File: src/rtl/na_seq_pkg.sv
// Shared types and constants for the number-analyzer job sequencer.
// Holds the FSM state enum, the analyzer terminal-state encodings, the verdict
// bit positions and a helper that decodes the three units' done states.
package na_seq_pkg;

    typedef enum logic [2:0] {
        IDLE,
        START,
        RUN,
        RELEASE,
        REPORT
    } seq_state_t;

    // Terminal states of each analyzer unit (either value means finished)
    localparam logic [1:0] EVEN_DONE_A = 2'd2;
    localparam logic [1:0] EVEN_DONE_B = 2'd3;
    localparam logic [3:0] FIB_DONE_A  = 4'd7;
    localparam logic [3:0] FIB_DONE_B  = 4'd8;
    localparam logic [3:0] PAL_DONE_A  = 4'd6;
    localparam logic [3:0] PAL_DONE_B  = 4'd9;

    // Bit positions in res_flags / internal sticky vectors: {pal, fib, even}
    localparam int FLAG_EVEN = 0;
    localparam int FLAG_FIB  = 1;
    localparam int FLAG_PAL  = 2;

    function automatic logic [2:0] decode_done(input logic [1:0] st_even,
                                               input logic [3:0] st_fib,
                                               input logic [3:0] st_pal);
        logic [2:0] d;
        d            = '0;
        d[FLAG_EVEN] = (st_even == EVEN_DONE_A) || (st_even == EVEN_DONE_B);
        d[FLAG_FIB]  = (st_fib  == FIB_DONE_A)  || (st_fib  == FIB_DONE_B);
        d[FLAG_PAL]  = (st_pal  == PAL_DONE_A)  || (st_pal  == PAL_DONE_B);
        return d;
    endfunction

endpackage

File: src/rtl/na_seq_fifo.sv
// Synchronous FIFO buffering numbers waiting for the analyzer.
// DEPTH must be a power of two so the pointers wrap naturally. No bypass:
// a pushed word becomes visible on pop_data the cycle after the push.
module na_seq_fifo #(
    parameter int DEPTH = 4,
    parameter int WIDTH = 32
) (
    input  logic             clk,
    input  logic             reset,
    input  logic             push,
    input  logic [WIDTH-1:0] push_data,
    input  logic             pop,
    output logic [WIDTH-1:0] pop_data,
    output logic             full,
    output logic             empty
);
    localparam int            AW        = $clog2(DEPTH);
    localparam logic [AW:0]   DEPTH_CNT = DEPTH[AW:0];

    logic [WIDTH-1:0] mem [DEPTH];
    logic [AW-1:0]    wr_ptr;
    logic [AW-1:0]    rd_ptr;
    logic [AW:0]      count;
    logic             do_push;
    logic             do_pop;

    // Ignore requests that would overflow or underflow
    assign do_push  = push && !full;
    assign do_pop   = pop && !empty;
    assign full     = (count == DEPTH_CNT);
    assign empty    = (count == '0);
    assign pop_data = mem[rd_ptr];

    // Storage array; contents are don't-care until written
    always_ff @(posedge clk) begin
        if (do_push) mem[wr_ptr] <= push_data;
    end

    // Pointer and occupancy tracking
    always_ff @(posedge clk) begin
        if (reset) begin
            wr_ptr <= '0;
            rd_ptr <= '0;
            count  <= '0;
        end else begin
            if (do_push) wr_ptr <= wr_ptr + 1'b1;
            if (do_pop)  rd_ptr <= rd_ptr + 1'b1;
            case ({do_push, do_pop})
                2'b10:   count <= count + 1'b1;
                2'b01:   count <= count - 1'b1;
                default: ;
            endcase
        end
    end

endmodule

File: src/rtl/na_job_sequencer.sv
// Job sequencer for the shared number analyzer (even / fibonacci / palindrome).
// Buffers incoming numbers, runs one analyzer job at a time, latches each unit's
// verdict at the first cycle its done state is seen, and returns one result per
// job over a valid/ready handshake.
// Optional watchdog: define NA_SEQ_TIMEOUT_EN to abort a job that stays in RUN
// for TIMEOUT_CYCLES cycles (analyzer reset pulse, res_timeout=1).
module na_job_sequencer
    import na_seq_pkg::*;
#(
    parameter int FIFO_DEPTH     = 4,
    parameter int TIMEOUT_CYCLES = 1024
) (
    input  logic        clk,
    input  logic        reset,
    input  logic        in_valid,
    output logic        in_ready,
    input  logic [31:0] in_number,
    output logic [31:0] na_number,
    output logic        na_go,
    output logic        na_reset,
    input  logic [1:0]  na_st_even,
    input  logic [3:0]  na_st_fib,
    input  logic [3:0]  na_st_pal,
    input  logic        na_is_even,
    input  logic        na_is_fib,
    input  logic        na_is_pal,
    output logic        res_valid,
    input  logic        res_ready,
    output logic [31:0] res_number,
    output logic [2:0]  res_flags,
    output logic        res_timeout
);
    seq_state_t  state;
    logic        fifo_full;
    logic        fifo_empty;
    logic        fifo_push;
    logic        fifo_pop;
    logic [31:0] fifo_data;
    logic [2:0]  done_now;
    logic [2:0]  verdict;
    logic [2:0]  sticky;
    logic [2:0]  flags;
    logic [2:0]  latch_now;
    logic [2:0]  sticky_nxt;
    logic [2:0]  flags_nxt;

`ifdef NA_SEQ_TIMEOUT_EN
    localparam logic [15:0] TMO_LAST = 16'(TIMEOUT_CYCLES - 1);
    logic [15:0] tmo_cnt;
`else
    assign res_timeout = 1'b0;
`endif

    // Producers are held off while full and throughout reset
    assign in_ready  = !fifo_full && !reset;
    assign fifo_push = in_valid && in_ready;
    assign fifo_pop  = (state == IDLE) && !fifo_empty;

    na_seq_fifo #(
        .DEPTH (FIFO_DEPTH),
        .WIDTH (32)
    ) u_fifo (
        .clk       (clk),
        .reset     (reset),
        .push      (fifo_push),
        .push_data (in_number),
        .pop       (fifo_pop),
        .pop_data  (fifo_data),
        .full      (fifo_full),
        .empty     (fifo_empty)
    );

    // Gather verdicts into flag order and work out which units latch this cycle
    always_comb begin
        verdict            = '0;
        verdict[FLAG_EVEN] = na_is_even;
        verdict[FLAG_FIB]  = na_is_fib;
        verdict[FLAG_PAL]  = na_is_pal;
    end

    assign done_now   = decode_done(na_st_even, na_st_fib, na_st_pal);
    assign latch_now  = done_now & ~sticky;
    assign sticky_nxt = sticky | done_now;
    assign flags_nxt  = (flags & ~latch_now) | (verdict & latch_now);

    // Job FSM with registered analyzer controls and result outputs
    always_ff @(posedge clk) begin
        if (reset) begin
            state      <= IDLE;
            na_go      <= 1'b0;
            na_reset   <= 1'b1;
            na_number  <= '0;
            sticky     <= '0;
            flags      <= '0;
            res_valid  <= 1'b0;
            res_number <= '0;
            res_flags  <= '0;
`ifdef NA_SEQ_TIMEOUT_EN
            res_timeout <= 1'b0;
            tmo_cnt     <= '0;
`endif
        end else begin
            case (state)
                IDLE: begin
                    na_reset <= 1'b0;
                    if (!fifo_empty) begin
                        na_number <= fifo_data;
                        state     <= START;
                    end
                end
                START: begin
                    sticky <= '0;
                    flags  <= '0;
                    na_go  <= 1'b1;
                    state  <= RUN;
`ifdef NA_SEQ_TIMEOUT_EN
                    tmo_cnt <= '0;
`endif
                end
                RUN: begin
                    sticky <= sticky_nxt;
                    flags  <= flags_nxt;
                    if (&sticky_nxt) begin
                        na_go <= 1'b0;
                        state <= RELEASE;
                    end
`ifdef NA_SEQ_TIMEOUT_EN
                    else if (tmo_cnt == TMO_LAST) begin
                        // Abort: kick the analyzer and report what was latched so far
                        na_go       <= 1'b0;
                        na_reset    <= 1'b1;
                        res_valid   <= 1'b1;
                        res_number  <= na_number;
                        res_flags   <= flags_nxt & sticky_nxt;
                        res_timeout <= 1'b1;
                        state       <= REPORT;
                    end else begin
                        tmo_cnt <= tmo_cnt + 16'd1;
                    end
`endif
                end
                RELEASE: begin
                    // Wait for every unit to leave its done state before reporting
                    if (done_now == '0) begin
                        res_valid  <= 1'b1;
                        res_number <= na_number;
                        res_flags  <= flags;
                        state      <= REPORT;
                    end
                end
                REPORT: begin
                    na_reset <= 1'b0;
                    if (res_ready) begin
                        res_valid  <= 1'b0;
                        res_number <= '0;
                        res_flags  <= '0;
                        state      <= IDLE;
`ifdef NA_SEQ_TIMEOUT_EN
                        res_timeout <= 1'b0;
`endif
                    end
                end
                default: state <= IDLE;
            endcase
        end
    end

endmodule

File: config.mk
export PLATFORM = sky130hd
export DESIGN_NAME = na_job_sequencer
export DESIGN_NICKNAME = d
export VERILOG_FILES = /design/src/rtl/na_seq_pkg.sv /design/src/rtl/na_seq_fifo.sv /design/src/rtl/na_job_sequencer.sv
export SDC_FILE = /design/constraint.sdc
export NUM_CORES = 1
export LEC_CHECK = 0
export BUFFER_PORTS_ARGS = -buffer_cell sky130_fd_sc_hd__buf_2
export CELL_PAD_IN_SITES_DETAIL_PLACEMENT = 0
export CELL_PAD_IN_SITES_GLOBAL_PLACEMENT = 1
export CORE_UTILIZATION = 33
export DETAILED_ROUTE_END_ITERATION = 16
export PLACE_DENSITY_LB_ADDON = 0.25
export SETUP_SLACK_MARGIN = 0.05
export SLEW_MARGIN = 20
export SYNTH_ARGS = -nofsm -noshare
export SYNTH_HDL_FRONTEND = slang
export SYNTH_SLANG_ARGS = --single-unit
File: constraint.sdc
create_clock -name clk -period 5.3 [get_ports clk]
set_clock_uncertainty 0.2 [all_clocks]
set_input_delay 0.265 -clock clk [delete_from_list [all_inputs] [get_ports clk]]
set_output_delay 0.265 -clock clk [all_outputs]
set_load 0.005 [all_outputs]
==> summary.txt <==
Floorplan
  – Row count: 57
  – Starting density of the core: 33.5%
  – Die height: 159 µm
  – Top Ports: 121
  – Placeable Area: 24200 µm²
  – Die footprint: 25200 µm²
  – Die W: 159 µm

Worst setup path
  – CP Launch Type: flop
  – Crit path arrival time: 3.47 ns
  – Reg2reg end: u_fifo.count[2]
  – Crit path largest cell delay: 0.47 ns
  – Crit. End Element: flop
  – Worst Reg-to-Reg Cells: 10
  – CP max FO: 35
  – Setup CP Type: flop to flop
  – CP delay by family, top: buffers and inverters
  – Critical path required time: 5.53 ns
  – Buffers plus inverters on the worst setup path: 3
  – Slowest-stage cell, CP: inv_2
  – Reg2reg start: state[0]
  – R2R setup slack: 2.06 ns
  – CP Cell Sequence: nor3_1 > nand2b_1 > buf_4 > inv_2 > ha_1 > inv_1 > fa_1 > xor2_1 > or3_1 > a21oi_1

STA
  – Worst-Margin Slew: 1.03 ns
  – # setup viols final: 0
  – Hold Violations, Final: 0
  – Max Slew Vio Count: 0
  – Final setup TNS: 0 ns
  – Final Critical Period: 3.24 ns
  – RSZ-0062 raised after global routing: no
  – Period Utilization, post-route: 61.2%
  – FMAX: 0.308 GHz
  – Slew headroom: 31.6%

Synth
  – Fraction of registers with async set/reset: 0%
  – Synth Warn #: 0
  – Synth Register Bits: around 210
  – Mapped cell area: 8120 µm²
  – Area leader, netlist: edfxtp_1
  – Post-synthesis sequential area ratio: 68.5%
  – Top FF cell, synth: edfxtp_1
  – Post-synth top cells: nand2_1, edfxtp_1, dfxtp_1
  – Post-synth EDFFs: 128
  – Synth Area per Inst: about 14 µm²
  – Synth area leaders: edfxtp_1, dfxtp_1, mux4_2
  – Synth top area share: a little under half
  – Synth cell types: between 40 and 50
  – Most common cell in the netlist: nand2_1
  – Syn_nets: 637
  – Syn Inst Count: 582

Job
  – Max-cap violations: 0

Routing
  – Vias per inst: about 4.6
  – Drt pass-1 iters: 10
  – WL/cell: 16.1 µm
  – Number of DRC markers in iteration 0: between 300 and 400
  – Post-route ant nets: 0
  – Via count: 4944
  – DRT Wirelength: between 15 and 20 mm
  – Residual DRC: 1

Finish
  – Multi-input gate area: ~2400 µm²
  – Layout net count: 790
  – FF+latch area: 5570 µm²
  – Area growth syn-to-layout: 24.2%
  – Share of layout cells above drive strength 1: a little over a quarter
  – Fillers: around 2300

Power and ir drop
  – Pwr per Cell Area: 454 nW/µm²
  – Worst VDD drop: 0.157 mV
  – Leakage: 3.87 nW
  – Pwr Total: 0.00458 W

Worst hold path
  – Hold path cells: 5
  – Hold_sp: na_st_pal[2]
  – Worst hold endpoint: flags[2]
  – Min-delay worst type: input port to flop

Global routing
  – Number of global-route vias before repair: ~5000
  – Global Route Usage Sum: 13.9%
  – Global-route wire length before repair: 27.8 mm
  – GRT overflow: 0
  – Antenna violations before repair: 1
  – Largest net degree at the start of global routing: 55

Clocking
  – H-tree depth: 1
  – CTS Buf Count: 23
  – CTS tree: built
  – Sink Count: 214
  – Clock latency on the worst-skew pair: between 0.4 and 0.5 ns
  – Max clock buf depth: 3
  – Clock transition at path regs: 0.06 ns
  – Root Buffer: clkbuf_16

Placed design
  – Routability cong.: 0.747
  – I/O Buffers: 118
  – DPL Wire Length: 11.1 mm

Run status
  – Violated checks: DRC
  – Status: finished, violations left
## final cells by class
| class | instances | share of cell area, % |
|---|---|---|
| multi-input cells | 323 | 23.4 |
| flip-flops and latches | 214 | 55.2 |
| inverters | 9 | 0.335 |
| clock buffers | 31 | 6.20 |
| clock inverters | 9 | 0.682 |
| well taps | 324 | 4.02 |
| diodes | 1 | 0.0248 |
| repair buffers | 164 | 10.2 |
## worst max-delay path by stage
stage,from,cells after the start,slack (ns),to
2_1_floorplan,state[1],12,2.53,u_fifo.count[2]
3_3_place_gp,state[0],10,2.13,u_fifo.count[2]
3_5_place_dp,state[0],10,2.01,u_fifo.count[2]
4_1_cts,state[0],10,2.00,u_fifo.count[2]
5_1_grt,state[0],10,1.77,u_fifo.count[2]
6_report,state[0],10,2.06,u_fifo.count[2]
## flip-flops by register name, summed over array words and instances, names as in the netlist, 3 cells and up
signal / flops
flags: 3
na_number: 32
res_flags: 3
res_number: 32
state: 3
sticky: 3
u_fifo.count: 3
u_fifo.mem: 128
## worst min-delay path, delay by kind of cell
| kind | cells | cell delay (ns) |
|---|---|---|
| and+or+nand+nor | 2 | 0.17 |
| buffers and inverters | 1 | 0.08 |
| AOI/OAI and AO/OA | 2 | 0.21 |
## placed cells by master (no fill, tap or decap), types with 2 or more instances in the layout
cell type and instances:
a21oi_1 44, and2_1 4, buf_2 118, buf_4 9, clkbuf_1 6, clkbuf_16 23, clkbuf_8 2, clkinv_1 4
clkinv_2 3, dfxtp_1 85, dlygate4sd3_1 37, edfxtp_1 128, ha_1 5, inv_1 8, mux2i_1 35, mux4_2 32
nand2_1 142, nand2b_1 3, nand3_1 2, nand3b_1 3, nand4b_1 2, nor2_1 11, nor2b_1 2, nor3_1 3
nor4_1 2, nor4bb_1 2, o21ai_0 4, o32ai_1 2, xnor2_1 2, xor2_1 4
## metrics by stage
stage / cells / hold WS [ns] / area [µm²] / setup slack (ns) / utilization [%]
finish: 1075 / 0.0735 / 10100 / 2.06 / 41.6
global route: 1075 / 0.114 / 10100 / 1.77 / 41.6
floorplan: 582 / 0.164 / 8120 / 2.53 / -
CTS: 1074 / 0.0372 / 10100 / 2.00 / 41.6
detailed placement: 997 / 0.253 / 9020 / 2.01 / 37.2
global placement: 997 / 0.241 / 9020 / 2.13 / 37.2
## cell families after synthesis
logic type,synth area share [%]
other,0.0462
adders and majority gates,1.02
buffers and inverters,2.63
xor gates and xnor gates,0.647
AOI/OAI and AO/OA,4.28
DFF,68.5
muxes,13.2
and+or+nand+nor,9.67
## power breakdown
part / internal (W) / total (W) / switching [W] / leakage (nW)
Combinational: 0.000446 / 0.00103 / 0.000583 / 1.67
Clock: 0.000871 / 0.00148 / 0.000612 / 0.341
Sequential: 0.00194 / 0.00207 / 0.000131 / 1.86
Total: 0.00326 / 0.00458 / 0.00133 / 3.87
## per-layer routing
layer	vias to the layer above	track usage, %	wire length (µm)
li1	2410	-	-
met1	2392	19.0	7980
met2	110	22.5	8160
met3	32	2.48	817
met4	0	4.41	390
met5	-	0	0
## timing repair
item	CTS	global route
resized for setup	0	0
buffers inserted	0	0
endpoints found under the setup margin	0	0
hold endpoints to repair	134	0
hold buffers	37	0
No activity file was read; power rests on OpenSTA's default activity.
